File: config.mk
export PLATFORM = sky130hd
export DESIGN_NAME = vga_sync_module
export DESIGN_NICKNAME = d
export VERILOG_FILES = /design/src/rtl/vga_timing_pkg.sv /design/src/rtl/vga_pattern_scheduler_module.sv /design/src/rtl/vga_sync_module.sv
export SDC_FILE = /design/constraint.sdc
export NUM_CORES = 1
export LEC_CHECK = 0
export BUFFER_PORTS_ARGS = -buffer_cell sky130_fd_sc_hd__buf_2
export CAP_MARGIN = 20
export CORE_MARGIN = 10
export CORE_UTILIZATION = 50
export DETAILED_ROUTE_END_ITERATION = 8
export PLACE_DENSITY = 0.78
export SETUP_SLACK_MARGIN = 0.1
export SYNTH_ARGS = -nofsm -noshare
export SYNTH_HDL_FRONTEND = slang
export SYNTH_SLANG_ARGS = --single-unit
File: constraint.sdc
create_clock -name CLK -period 2.4 [get_ports CLK]
set_input_delay 0 -clock CLK [delete_from_list [all_inputs] [get_ports CLK]]
set_output_delay 0 -clock CLK [all_outputs]
set_load 0.05 [all_outputs]
File: src/rtl/vga_timing_pkg.sv
// Shared 800x600@60 timing defaults and test-pattern index encoding for the
// VGA sync and colour modules.
package vga_timing_pkg;

    localparam int unsigned DEF_H_VISIBLE = 800;
    localparam int unsigned DEF_H_FRONT   = 40;
    localparam int unsigned DEF_H_SYNC    = 128;
    localparam int unsigned DEF_H_BACK    = 88;
    localparam int unsigned DEF_H_TOTAL   = DEF_H_VISIBLE + DEF_H_FRONT + DEF_H_SYNC + DEF_H_BACK;

    localparam int unsigned DEF_V_VISIBLE = 600;
    localparam int unsigned DEF_V_FRONT   = 1;
    localparam int unsigned DEF_V_SYNC    = 4;
    localparam int unsigned DEF_V_BACK    = 23;
    localparam int unsigned DEF_V_TOTAL   = DEF_V_VISIBLE + DEF_V_FRONT + DEF_V_SYNC + DEF_V_BACK;

    localparam logic DEF_SYNC_POL = 1'b1;

    localparam int unsigned DEF_PATTERN_NUM        = 4;
    localparam int unsigned DEF_FRAMES_PER_PATTERN = 120;

    typedef enum logic [1:0] {
        PAT_BARS     = 2'd0,
        PAT_GRID     = 2'd1,
        PAT_GRADIENT = 2'd2,
        PAT_SOLID    = 2'd3
    } pattern_e;

    // Advance with wrap from num-1 back to the first pattern.
    function automatic logic [1:0] next_pattern(input logic [1:0] cur, input int unsigned num);
        return (32'(cur) >= num - 1) ? 2'd0 : cur + 2'd1;
    endfunction

endpackage

File: src/rtl/vga_pattern_scheduler_module.sv
// Frame-based test-pattern scheduler: manual requests collapse into one
// advance per frame, otherwise auto-advance every FRAMES_PER_PATTERN frames.
module vga_pattern_scheduler_module
    import vga_timing_pkg::*;
#(
    parameter int unsigned PATTERN_NUM        = DEF_PATTERN_NUM,
    parameter int unsigned FRAMES_PER_PATTERN = DEF_FRAMES_PER_PATTERN
) (
    input  logic       CLK,
    input  logic       RST,
    input  logic       Auto_En,
    input  logic       Next_Pattern,
    input  logic       Frame_End,
    output logic [1:0] Pattern_Sel
);

    localparam int unsigned FCW = (FRAMES_PER_PATTERN > 1) ? $clog2(FRAMES_PER_PATTERN) : 1;
    localparam logic [FCW-1:0] FRAME_LAST = FCW'(FRAMES_PER_PATTERN - 1);

    logic [FCW-1:0] frame_cnt;
    logic           pending;

    always_ff @(posedge CLK or posedge RST) begin
        if (RST) begin
            Pattern_Sel <= '0;
            frame_cnt   <= '0;
            pending     <= 1'b0;
        end else if (Frame_End) begin
            // A request on the boundary cycle itself is kept for the next frame.
            pending <= Next_Pattern;
            if (pending) begin
                Pattern_Sel <= next_pattern(Pattern_Sel, PATTERN_NUM);
                frame_cnt   <= '0;
            end else if (Auto_En) begin
                if (frame_cnt == FRAME_LAST) begin
                    Pattern_Sel <= next_pattern(Pattern_Sel, PATTERN_NUM);
                    frame_cnt   <= '0;
                end else begin
                    frame_cnt <= frame_cnt + FCW'(1);
                end
            end
        end else if (Next_Pattern) begin
            pending <= 1'b1;
        end
    end

endmodule

File: src/rtl/vga_sync_module.sv
// VGA timing controller: h/v counters, registered pixel address and ready,
// sync pulses delayed one extra stage to line up with the colour register.
module vga_sync_module
    import vga_timing_pkg::*;
#(
    parameter int unsigned H_VISIBLE          = DEF_H_VISIBLE,
    parameter int unsigned H_FRONT            = DEF_H_FRONT,
    parameter int unsigned H_SYNC             = DEF_H_SYNC,
    parameter int unsigned H_BACK             = DEF_H_BACK,
    parameter int unsigned V_VISIBLE          = DEF_V_VISIBLE,
    parameter int unsigned V_FRONT            = DEF_V_FRONT,
    parameter int unsigned V_SYNC             = DEF_V_SYNC,
    parameter int unsigned V_BACK             = DEF_V_BACK,
    parameter logic        SYNC_POL           = DEF_SYNC_POL,
    parameter int unsigned PATTERN_NUM        = DEF_PATTERN_NUM,
    parameter int unsigned FRAMES_PER_PATTERN = DEF_FRAMES_PER_PATTERN
) (
    input  logic        CLK,
    input  logic        RST,
    input  logic        Auto_En,
    input  logic        Next_Pattern,
    output logic        Ready_Sig,
    output logic [10:0] Column_Addr_Sig,
    output logic [9:0]  Row_Addr_Sig,
    output logic        HSYNC_Sig,
    output logic        VSYNC_Sig,
    output logic        Frame_Start_Sig,
    output logic [1:0]  Pattern_Sel
);

    localparam int unsigned H_TOTAL = H_VISIBLE + H_FRONT + H_SYNC + H_BACK;
    localparam int unsigned V_TOTAL = V_VISIBLE + V_FRONT + V_SYNC + V_BACK;

    localparam logic [10:0] H_LAST     = 11'(H_TOTAL - 1);
    localparam logic [10:0] H_VIS_END  = 11'(H_VISIBLE);
    localparam logic [10:0] H_SYNC_BEG = 11'(H_VISIBLE + H_FRONT);
    localparam logic [10:0] H_SYNC_END = 11'(H_VISIBLE + H_FRONT + H_SYNC);
    localparam logic [9:0]  V_LAST     = 10'(V_TOTAL - 1);
    localparam logic [9:0]  V_VIS_END  = 10'(V_VISIBLE);
    localparam logic [9:0]  V_SYNC_BEG = 10'(V_VISIBLE + V_FRONT);
    localparam logic [9:0]  V_SYNC_END = 10'(V_VISIBLE + V_FRONT + V_SYNC);

    logic [10:0] h_cnt;
    logic [9:0]  v_cnt;
    logic        h_end;
    logic        frame_end;
    logic        visible;
    logic        h_sync_on;
    logic        v_sync_on;
    logic        hsync_s1;
    logic        vsync_s1;

    always_comb begin
        h_end     = (h_cnt == H_LAST);
        frame_end = h_end && (v_cnt == V_LAST);
        visible   = (h_cnt < H_VIS_END) && (v_cnt < V_VIS_END);
        h_sync_on = (h_cnt >= H_SYNC_BEG) && (h_cnt < H_SYNC_END);
        v_sync_on = (v_cnt >= V_SYNC_BEG) && (v_cnt < V_SYNC_END);
    end

    always_ff @(posedge CLK or posedge RST) begin
        if (RST) begin
            h_cnt <= '0;
            v_cnt <= '0;
        end else if (h_end) begin
            h_cnt <= '0;
            v_cnt <= (v_cnt == V_LAST) ? '0 : v_cnt + 10'd1;
        end else begin
            h_cnt <= h_cnt + 11'd1;
        end
    end

    always_ff @(posedge CLK or posedge RST) begin
        if (RST) begin
            Ready_Sig       <= 1'b0;
            Column_Addr_Sig <= '0;
            Row_Addr_Sig    <= '0;
            Frame_Start_Sig <= 1'b0;
            hsync_s1        <= ~SYNC_POL;
            vsync_s1        <= ~SYNC_POL;
            HSYNC_Sig       <= ~SYNC_POL;
            VSYNC_Sig       <= ~SYNC_POL;
        end else begin
            Ready_Sig       <= visible;
            Column_Addr_Sig <= visible ? h_cnt : '0;
            Row_Addr_Sig    <= visible ? v_cnt : '0;
            Frame_Start_Sig <= (h_cnt == '0) && (v_cnt == '0);
            hsync_s1        <= h_sync_on ? SYNC_POL : ~SYNC_POL;
            vsync_s1        <= v_sync_on ? SYNC_POL : ~SYNC_POL;
            HSYNC_Sig       <= hsync_s1;
            VSYNC_Sig       <= vsync_s1;
        end
    end

    vga_pattern_scheduler_module #(
        .PATTERN_NUM        (PATTERN_NUM),
        .FRAMES_PER_PATTERN (FRAMES_PER_PATTERN)
    ) u_sched (
        .CLK          (CLK),
        .RST          (RST),
        .Auto_En      (Auto_En),
        .Next_Pattern (Next_Pattern),
        .Frame_End    (frame_end),
        .Pattern_Sel  (Pattern_Sel)
    );

endmodule

==> results.tsv <==
metric	value	unit
Starting DRT DRC Count	118	
largest net degree at the start of global routing	33	
number of sinks driven by the clock tree	58	
vias after detailed routing	1769	
HPWL reported at the end of detailed placement	3274	µm
total standard cell area after synthesis	0.002560	mm²
global route total overflow	0	
cell leakage power	1.492	nW
overall global routing resource usage	12.03	%
period utilization	87.01	%
largest vdd supply drop	0.0002973	V
share of final-layout standard cells stronger than drive strength 1	20.90	%
starting density of the core	52.80	%
Final Wtd Congestion	0.8997	
proportion of netlist area held by the largest area contributor	56.70	%
result of the run	completed	
final setup violation count	0	
Inserted Clock Buffers	9	
number of placement rows	25	
Worst EP required	2.63	ns
flop and latch count out of synthesis	58	
final net count	275	
sort of element at the end of the critical path	flop	
overall routed net length	4700	µm
sequential fraction of the synthesis area	56.70	%
area of the die	0.008382	mm²
DRC violations left	0	
Setup TNS	0	ns
Vias per Instance	5.281	
setup repair bufs after CTS	0	
Synth area leader	sky130_fd_sc_hd__dfrtp_1	
overall power consumption	1.780	mW
cell types with the largest area share after synthesis	sky130_fd_sc_hd__dfrtp_1 (57%), sky130_fd_sc_hd__and2_1 (5.6%), sky130_fd_sc_hd__o31ai_1 (3.5%)	
number of antenna violations at the first check in global routing	0	
worst setup slack for register-to-register paths	0.31	ns
leading cell type in the layout, fill and taps excluded	sky130_fd_sc_hd__dfrtp_1	
Placeable Area	0.004848	mm²
average detailed-routed wire length per instance	14.03	µm
arrival time reported for the critical path endpoint	2.31	ns
Hold/Removal Path Class	primary input to flop	
horizontal extent of the die	91.56	µm
Warnings, synthesis	0	
count of input and output buffers	30	
library cells used by synthesis	38	
die extent in y	91.56	µm
CTS tree	done	
wire length of the first global-routing pass	8259	µm
most frequent cells in the layout	sky130_fd_sc_hd__dfrtp_1 (58), sky130_fd_sc_hd__buf_2 (30), sky130_fd_sc_hd__and2_1 (23)	
critical setup path kind	flop to flop	
Worst setup SP type	flop	
Hold Violations, Final	0	
time the worst path needs with I/O delays and setup	2.088	ns
Synth-to-Final Area Change	16.13	%
number of global-route vias before repair	1722	
largest fanout on the critical path	10	
# H-tree levels	3	
Max Slew Vio Count	0	
clock latency of the later-clocked register in the worst-skew pair	0.33	ns
synthesized netlist net count	236	
root buffer cell	sky130_fd_sc_hd__clkbuf_8	
average cell area after synthesis	11.38	µm²
Pwr Density	598.6	mW/mm²
RSZ-0062 raised after global routing	false	
I/O pin total	31	
register clock-pin slew on the reported worst setup and hold paths	0.06	ns
Longest Clk Path Bufs	2	
final setup skew	0.007398	ns
number of inserted diodes	0	
maximum frequency from static timing analysis	478.9	MHz
number of antenna-violating nets in the routed design	0	
Gate Count Post-Synth	225	
length of the first detailed-routing pass in iterations	4	
max-cap viol count	0	
[sequential cells by signal (all words and copies together) (netlist names)]
name	count
VSYNC_Sig	1
Ready_Sig	1
hsync_s1	1
u_sched.frame_cnt	7
Row_Addr_Sig	10
u_sched.pending	1
Column_Addr_Sig	11
HSYNC_Sig	1
vsync_s1	1
Frame_Start_Sig	1
v_cnt	10
h_cnt	11
u_sched.Pattern_Sel	2
[power by group]
| part | switching [mW] | internal, mW | total [mW] |
|---|---|---|---|
| clock | 0.352 | 0.419 | 0.771 |
| sequential | 0.000132 | 0.979 | 0.979 |
| combinational | 0.0223 | 0.00701 | 0.0293 |
| total | 0.374 | 1.41 | 1.78 |
[critical path, cell delays in order, from the launching register on]
cell	delay (ns)
sky130_fd_sc_hd__dfrtp_1	0.41
sky130_fd_sc_hd__ha_1	0.22
sky130_fd_sc_hd__and4_1	0.36
sky130_fd_sc_hd__nand4_4	0.19
sky130_fd_sc_hd__or3_1	0.52
sky130_fd_sc_hd__o31ai_1	0.29
[through the flow]
stage / std cells / setup slack [ns] / util [%] / hold slack (ns) / instance area [µm²]
after global placement: 318 / 0.4260 / 57.39 / 0.06748 / 2783
after floorplan: 225 / 0.5783 / - / 0.1084 / 2560
after global routing: 335 / 0.1135 / 61.32 / 0.2923 / 2973
after CTS: 335 / 0.2995 / 61.32 / 0.2492 / 2973
final: 335 / 0.3118 / 61.32 / 0.2507 / 2973
after detailed placement: 318 / 0.3168 / 57.39 / 0.06652 / 2783
[final timing paths]
| path | startpoint | endpoint | depth (start not counted) |
|---|---|---|---|
| min | Auto_En | u_sched.frame_cnt[1] | 4 |
| max | h_cnt[0] | u_sched.frame_cnt[4] | 5 |
| max in group asynchronous | RST | u_sched.frame_cnt[6] | 4 |
| min reg2reg | hsync_s1 | HSYNC_Sig | 0 |
| max reg2reg | h_cnt[0] | u_sched.frame_cnt[4] | 5 |
| min in group asynchronous | RST | Column_Addr_Sig[9] | 4 |
[Yosys cell counts (all sizes together)]
library cell,number
dfrtp,58
and2,23
nor2,13
o31ai,12
o21ai,11
nand2,9
xor2,8
ha,7
nand2b,7
nand3,7
inv,6
and3,5
nor4,5
or3,5
xnor2,5
a21o,4
and4,4
buf,4
clkbuf,4
nand4,4
nor3,4
a211oi,3
a21oi,2
and4bb,2
mux2,2
nand3b,2
a211o,1
a21boi,1
a221oi,1
conb,1
mux2i,1
nor2b,1
nor3b,1
nor4b,1
o211ai,1
[timing repair]
| action | CTS | global route |
|---|---|---|
| hold endpoints to repair | 59 | 0 |
| resized for setup | 0 | 0 |
| hold buffers | 2 | 0 |
[layer usage]
layer | share of wire, % | GRT usage, %
met1 | 44 | 14.33
met4 | 1.7 | 5.091
met2 | 46 | 18.31
met5 | 0 | 0
met3 | 7.8 | 5.514
[area by class of cell]
cell class                      instances  area (µm²)
Tap cell                               67       83.83
Multi-Input combinational cell        153        1045
Timing Repair Buffer                   36       200.2
Inverter                                6       22.52
Clock inverter                          3       15.01
Fill cell                             405        1876
Clock buffer                           12       155.1
Sequential cell                        58        1451
[kinds of logic after synthesis]
group	synth area share, %
fa+ha+maj	3.421
xor+xnor	4.448
simple gates	21.94
buf+inv	2.492
mux	1.271
compound gates	9.580
other cells	0.1465
flops	56.70
Note: power is estimated with default switching activity, not from simulation.
